## src/rtl/param_dual_port_ram.sv

```systemverilog
// True dual-port synchronous RAM with registered read data.
// The sweep state machine zeroes every word after reset when CLEAR_ON_RESET=1.
// Both ports are blocked while the sweep runs.
// When both ports write the same address in one cycle, port A's data is
// stored and a one-cycle collision pulse is raised.
module param_dual_port_ram #(
  parameter int DATA_WIDTH     = 8,
  parameter int ADDR_WIDTH     = 6,
  parameter int RDW_MODE       = 0,
  parameter int CLEAR_ON_RESET = 1
) (
  input  logic                  clock,
  input  logic                  reset_n,
  input  logic [DATA_WIDTH-1:0] data_a,
  input  logic [ADDR_WIDTH-1:0] addr_a,
  input  logic                  we_a,
  input  logic                  en_a,
  input  logic [DATA_WIDTH-1:0] data_b,
  input  logic [ADDR_WIDTH-1:0] addr_b,
  input  logic                  we_b,
  input  logic                  en_b,
  output logic [DATA_WIDTH-1:0] q_a,
  output logic [DATA_WIDTH-1:0] q_b,
  output logic                  busy,
  output logic                  collision
);

  localparam int DEPTH = 2 ** ADDR_WIDTH;

  localparam logic [0:0] IDLE  = 1'b0;
  localparam logic [0:0] CLEAR = 1'b1;

  localparam logic [0:0] RESET_STATE = (CLEAR_ON_RESET != 0) ? CLEAR : IDLE;
  localparam logic [ADDR_WIDTH-1:0] LAST_ADDR = '1;

  logic [0:0]            state;
  logic [ADDR_WIDTH-1:0] clr_cnt;
  logic [DATA_WIDTH-1:0] mem [DEPTH];
  logic                  acc_a;
  logic                  acc_b;
  logic                  wr_a;
  logic                  wr_b;

  // Read data for a port: on a write by the same port, write-first mode
  // returns the incoming word; otherwise the stored (old) word is returned.
  function automatic logic [DATA_WIDTH-1:0] read_word(
    input logic                  we,
    input logic [DATA_WIDTH-1:0] wdata,
    input logic [DATA_WIDTH-1:0] old
  );
    if (we && (RDW_MODE != 0)) begin
      return wdata;
    end
    return old;
  endfunction

  assign busy  = (state == CLEAR);
  assign acc_a = en_a && !busy;
  assign acc_b = en_b && !busy;
  assign wr_a  = acc_a && we_a;
  assign wr_b  = acc_b && we_b;

  // Sweep controller: the counter walks 0..DEPTH-1 once, then stops without wrapping.
  always_ff @(posedge clock) begin
    if (!reset_n) begin
      state   <= RESET_STATE;
      clr_cnt <= '0;
    end else if (state == CLEAR) begin
      if (clr_cnt == LAST_ADDR) begin
        state <= IDLE;
      end else begin
        clr_cnt <= clr_cnt + 1'b1;
      end
    end
  end

  // Storage array: holds its contents through reset.
  // The sweep writes zeros.
  // Port A is written after port B, so A wins on an address conflict.
  always_ff @(posedge clock) begin
    if (reset_n) begin
      if (busy) begin
        mem[clr_cnt] <= '0;
      end else begin
        if (wr_b) begin
          mem[addr_b] <= data_b;
        end
        if (wr_a) begin
          mem[addr_a] <= data_a;
        end
      end
    end
  end

  // Registered read ports and the same-address write-write collision flag.
  // Reads see the pre-edge array, so cross-port reads always get old data.
  always_ff @(posedge clock) begin
    if (!reset_n) begin
      q_a       <= '0;
      q_b       <= '0;
      collision <= 1'b0;
    end else begin
      if (acc_a) begin
        q_a <= read_word(we_a, data_a, mem[addr_a]);
      end
      if (acc_b) begin
        q_b <= read_word(we_b, data_b, mem[addr_b]);
      end
      collision <= wr_a && wr_b && (addr_a == addr_b);
    end
  end

endmodule

```

## config.mk

```make
export PLATFORM = sky130hd
export DESIGN_NAME = param_dual_port_ram
export DESIGN_NICKNAME = d
export VERILOG_FILES = /design/src/rtl/param_dual_port_ram.sv
export SDC_FILE = /design/constraint.sdc
export NUM_CORES = 1
export LEC_CHECK = 0
export ABC_AREA = 1
export CORE_MARGIN = 10
export CORE_UTILIZATION = 45
export DETAILED_ROUTE_END_ITERATION = 10
export RECOVER_POWER = 25
export SYNTH_ARGS = -nofsm -noshare
export SYNTH_HDL_FRONTEND = slang
export SYNTH_SLANG_ARGS = --single-unit
```

## constraint.sdc

```tcl
create_clock -name clock -period 4.7 [get_ports clock]
set_input_delay 0.705 -clock clock [delete_from_list [all_inputs] [get_ports clock]]
set_output_delay 0.705 -clock clock [all_outputs]
set_load 0.05 [all_outputs]
```

==> results by group, run 1 <==
Outcome
  – Status: finished with violations
  – Failing checks: max-capacitance violations, max-slew violations

Synthesis
  – Asr flop ratio synth: 0%
  – YS warnings: 0
  – Distinct cells, synth: 31
  – Seq/Total Area, Yosys: 48.1%
  – Synth Instances: 4584
  – Register bit total from synthesis: 536
  – Post-synth top flop: edfxtp_1
  – Synth Net Count: 4619
  – Post-synth EDFFs: 512
  – Synthesized area: 0.0329 sq mm
  – Post-synthesis area per instance: 7.19 sq um

Global routing
  – Total grt overflow: 0
  – Largest net degree at the start of global routing: 147
  – Vias in the first global route: 29700
  – Gr usage total: 30.8%
  – Global-route wire length before repair: 199 mm
  – Antenna violations before repair: 4

Die
  – I/O pin count: 52
  – Die Span Y: 291 microns
  – Die X: 291 microns
  – Die area: 0.0844 sq mm
  – Initial core utilization: 45.3%
  – Std-Cell Rows: 99
  – Core footprint: 0.0727 sq mm

Routing
  – Remaining antenna violation count: 0
  – Drt total wl: 135 mm
  – Drt drc: 0
  – Vias/cell: 5.94
  – DR iter-0 viols: 4479
  – First drt pass iteration count: 6
  – Wire per inst: 24.5 microns
  – Via count: 32700

Hold path
  – Hold Path Origin: clr_cnt[4]
  – Worst hold path class: reg2reg

STA
  – Final period util: 87.9%
  – Slew headroom: -20.0%
  – Setup WS post-layout: 0.569 ns
  – Final Hold Viols: 0
  – Setup TNS: 0 ns
  – Fmax: 242 MHz
  – Min Tclk post-route: 4.13 ns
  – Final setup vio count: 0
  – Unrepaired setup endpoints after global routing: no
  – Setup Skew: 0.0252 ns
  – Slew @ Worst Pin: 1.80 ns
  – Final Max Slew Viols: 69

Clocking
  – Clk root buf: clkbuf_16
  – Skew-Pair Late Insertion Delay: 0.64 ns
  – CTS Buf Count: 58
  – Maximum clock insertion buffer count: 3
  – Cts hold-fix bufs: 0
  – CTS tree: built
  – PostCTS Resize Cnt: 0
  – H-tree depth: 2
  – Post-CTS Setup Repair Bufs: 0
  – CTS Sinks: 536
  – CTS clock-pin slew for the worst setup and hold paths: 0.06 ns

Setup path
  – Worst Setup SP: en_a
  – RR Startpoint: busy
  – Critical path endpoint category: register
  – Worst EP arrival: 4.48 ns
  – Critical Path Source Type: input port
  – Crit path max fanout: 17
  – CP Class: in2reg
  – Worst EP required: 5.05 ns

Place
  – Routability cong.: 0.948
  – DP Wirelength: 83.5 mm
  – DP Worst Slack: 0.461 ns
  – PortBufs: 51

Pwr
  – Leakage dissipation: 14.2 nW
  – Cell area power density: 296 mW/mm^2
  – Peak VDD IR: 0.353 mV

Cells and area
  – Most common cell after layout, fill and taps aside: nand2_1
  – Nets: 4533
  – Post-layout util: 50.2%
  – Share of layout cells above drive strength 1: 5.96%
  – Commonest non-fill, non-tap cells in the layout: 2139 x nand2_1, 621 x o21ai_0, 512 x edfxtp_1, 498 x nand3_1, 128 x a21oi_1
  – Synth-to-layout area growth: 10.8%

Flow run
  – Max-cap violations: 1
-- cell usage after synthesis, types with 8 or more instances --
| master | n | area, sq um |
|---|---|---|
| nand2_1 | 2132 | 8000 |
| o21ai_0 | 613 | 3070 |
| edfxtp_1 | 512 | 15400 |
| nand3_1 | 497 | 2490 |
| clkbuf_1 | 285 | 1070 |
| a21oi_1 | 128 | 641 |
| inv_1 | 102 | 383 |
| nor2_1 | 80 | 300 |
| buf_2 | 50 | 250 |
| buf_1 | 39 | 146 |
| o21ai_1 | 38 | 190 |
| dfxtp_1 | 24 | 480 |
| o22ai_1 | 24 | 150 |
| clkinv_1 | 12 | 45.0 |
| nand2_2 | 11 | 68.8 |
| nor2_2 | 8 | 50.1 |
-- routing by layer --
metal | part of all wire [%] | up-vias | GRT usage, %
met5 | 0.018 | - | 0
met4 | 5.3 | 4 | 14.8
met3 | 11 | 364 | 5.24
met2 | 45 | 2142 | 48.1
met1 | 39 | 15200 | 41.2
li1 | - | 15000 | -
-- power breakdown --
group | switching, W | internal [W]
Sequential | 0.00000621 | 0.00516
Clock | 0.00202 | 0.00262
Combinational | 0.000776 | 0.000226
Total | 0.00280 | 0.00801
-- kinds of logic (layout without fill, tap and decap cells) --
kind of cell | Yosys count | in the layout | share of synthesized area (%)
buf+inv | 493 | 454 | 5.82
simple gates | 2743 | 2743 | 33.5
flops | 536 | 536 | 48.1
compound gates | 806 | 806 | 12.4
other cells | 0 | 1 | 0
fa+ha+maj | 1 | 1 | 0.0380
xor+xnor | 5 | 5 | 0.133
-- flip-flops by register name (all words and copies together), names as in the netlist --
signal / count
busy: 1
mem: 512
clr_cnt: 6
collision: 1
q_b: 8
q_a: 8
-- per-stage QoR --
stage               area, sq um  hold slack (ns)  total power (W)  instances
finish                    36500            0.524           0.0108       5505
floorplan                 32900            0.459          0.00581       4584
detailed placement        34800            0.514          0.00623       5396
global placement          34800            0.504          0.00623       5396
CTS                       36700            0.524           0.0108       5503
global route              36500            0.534           0.0110       5505
-- cell type report --
type                       count  area, sq um
antenna                        1         2.50
clock buffer                  71         1560
clock inverter                36          309
fill                        7033        36200
inverter                     118          463
multi-input combinational   3555        15200
sequential                   536        15900
tap                          959         1200
timing repair buffer         229         1940
-- path summary, 6_finish.rpt --
check,end,slack (ns),depth (start not counted)
max,mem[55][3],0.57,9
min reg2reg,clr_cnt[4],0.52,2
min,clr_cnt[4],0.52,2
max reg2reg,mem[55][3],0.72,9
-- worst max-delay path: stages --
cell and delay [ns]:
dlygate4sd3_1 0.53, nand2_1 0.29, inv_1 0.40, nand3_1 0.45, nor2_1 0.47, clkbuf_1 0.68, nand2_1 0.53, o21ai_0 0.22
buf_4 0.20
No activity file was read; power rests on OpenSTA's default activity.
==> run 2: changes to the inputs <==
--- a/config.mk
+++ b/config.mk
@@ -6,9 +6,10 @@
 export NUM_CORES = 1
 export LEC_CHECK = 0
 export ABC_AREA = 1
-export CORE_MARGIN = 10
+export CORE_MARGIN = 4
 export CORE_UTILIZATION = 45
 export DETAILED_ROUTE_END_ITERATION = 10
+export DONT_BUFFER_PORTS = 1
 export RECOVER_POWER = 25
 export SYNTH_ARGS = -nofsm -noshare
 export SYNTH_HDL_FRONTEND = slang
==> run 2 against run 1 <==
Effect of this change:
- the flow still finishes with violations (max-capacitance violations, max-slew violations)
- sequential cell count did not move
- power fell by 0.50%
- routed wire length fell by 1.5%
- highest routed layer is now met4
==> results by group, run 2 (synthesis results as in run 1) <==
Outcome
  – Status: finished with violations
  – Failing checks: max-capacitance violations, max-slew violations

Flow run
  – Max-cap violations: 9

STA
  – Slew headroom: -115%
  – Final Hold Viols: 0
  – Setup WS post-layout: 0.448 ns
  – Slew @ Worst Pin: 3.22 ns
  – Setup Skew: 0.0214 ns
  – Unrepaired setup endpoints after global routing: no
  – Setup TNS: 0 ns
  – Final period util: 90.5%
  – Final setup vio count: 0
  – Min Tclk post-route: 4.25 ns
  – Final Max Slew Viols: 459
  – Fmax: 235 MHz

Setup path
  – Critical Path Source Type: input port
  – Critical path endpoint category: register
  – CP Class: in2reg
  – Worst EP required: 5.28 ns
  – Worst EP arrival: 4.83 ns
  – Reg2reg path depth: 9
  – Crit path max fanout: 240

Global routing
  – Gr usage total: 33.0%
  – Total grt overflow: 0
  – Global-route wire length before repair: 193 mm
  – Vias in the first global route: 28900
  – Largest net degree at the start of global routing: 262
  – Antenna violations before repair: 1

Routing
  – Drt total wl: 133 mm
  – Wire per inst: 24.5 microns
  – Remaining antenna violation count: 0
  – Vias/cell: 5.98
  – Drt drc: 0
  – First drt pass iteration count: 6
  – Via count: 32500
  – DR iter-0 viols: 5034

Cells and area
  – Fillers: 7046
  – Number of flip-flops in the largest register: 512
  – Commonest non-fill, non-tap cells in the layout: 2132 x nand2_1, 628 x o21ai_0, 512 x edfxtp_1, 497 x nand3_1, 145 x buf_4
  – Nets: 4468
  – Synth-to-layout area growth: 8.97%
  – Multi-input gate area: 0.0152 sq mm
  – Largest Register: mem
  – Share of layout cells above drive strength 1: 6.36%
  – Top flop regs: mem x512, q_a x8, q_b x8
  – Most common cell after layout, fill and taps aside: nand2_1
  – Sequential cell area: 0.0159 sq mm

Clocking
  – H-tree depth: 2
  – Post-CTS Setup Repair Bufs: 0
  – Clk root buf: clkbuf_16
  – CTS tree: built
  – CTS Buf Count: 61
  – PostCTS Resize Cnt: 0
  – Skew-Pair Late Insertion Delay: 0.63 ns
  – Cts hold-fix bufs: 0
  – CTS clock-pin slew for the worst setup and hold paths: 0.06 ns
  – Maximum clock insertion buffer count: 3
  – CTS Sinks: 536

Pwr
  – Peak VDD IR: 0.270 mV
  – Tot Pwr: 0.0108 W
  – Leakage dissipation: 14.0 nW
  – Cell area power density: 300 mW/mm^2

Hold path
  – Hold path depth: 1
  – Worst hold path class: in2reg

Place
  – Routability cong.: 1.00
  – PortBufs: 0
  – DP Worst Slack: 0.913 ns
  – DP Wirelength: 79.0 mm

Die
  – Std-Cell Rows: 98
  – Die X: 279 microns
  – Initial core utilization: 45.8%
  – I/O pin count: 52
  – Core footprint: 0.0720 sq mm
  – Die Span Y: 279 microns
  – Die area: 0.0776 sq mm
==> run 2: metal layers <==
layer	GRT usage, %	routed length (microns)	vias to the layer above
li1	-	-	14900
met2	49.8	56900	2365
met3	6.43	16900	429
met4	15.9	7620	0
met1	45.7	51800	14800
met5	0	0	-
==> run 2: area by class of cell <==
type | count | share of cell area, %
antenna | 4 | 0.0279
clock buffer | 81 | 4.63
clock inverter | 29 | 0.837
inverter | 118 | 1.28
multi-input combinational | 3555 | 42.3
sequential | 536 | 44.2
tap | 950 | 3.31
timing repair buffer | 161 | 3.42
==> run 2: worst paths after layout <==
path / slack [ns] / from / end
max: 0.45 / addr_a[0] / q_a[3]
min: 0.17 / reset_n / busy
max reg2reg: 0.53 / busy / mem[31][3]
min reg2reg: 0.54 / clr_cnt[0] / clr_cnt[0]
==> run 2: power by group <==
group | leakage (nW) | switching [W] | internal [W]
sequential | 5.36 | 0.00000721 | 0.00516
clock | 0.956 | 0.00201 | 0.00279
combinational | 7.69 | 0.000600 | 0.000185
total | 14.0 | 0.00262 | 0.00814
==> run 2: stage by stage <==
step | instances | utilization [%] | instance area [sq um] | hold slack, ns
2_1_floorplan | 4584 | - | 32900 | 0.459
3_3_place_gp | 5320 | 47.3 | 34100 | 0.496
3_5_place_dp | 5320 | 47.3 | 34100 | 0.518
4_1_cts | 5430 | 50.0 | 36000 | 0.159
5_1_grt | 5430 | 49.9 | 35900 | 0.172
6_report | 5434 | 49.9 | 35900 | 0.171
==> run 2: critical path, stage by stage <==
cell and delay, ns:
inv_8 0.26, buf_2 2.36, nand2_1 0.16, a21oi_1 0.24
o21ai_0 0.11, nand2_1 0.11, nand2_1 0.12, nand2_1 0.19
nor2_1 0.13, nand3_1 0.14, nand2_1 0.07, inv_1 0.05
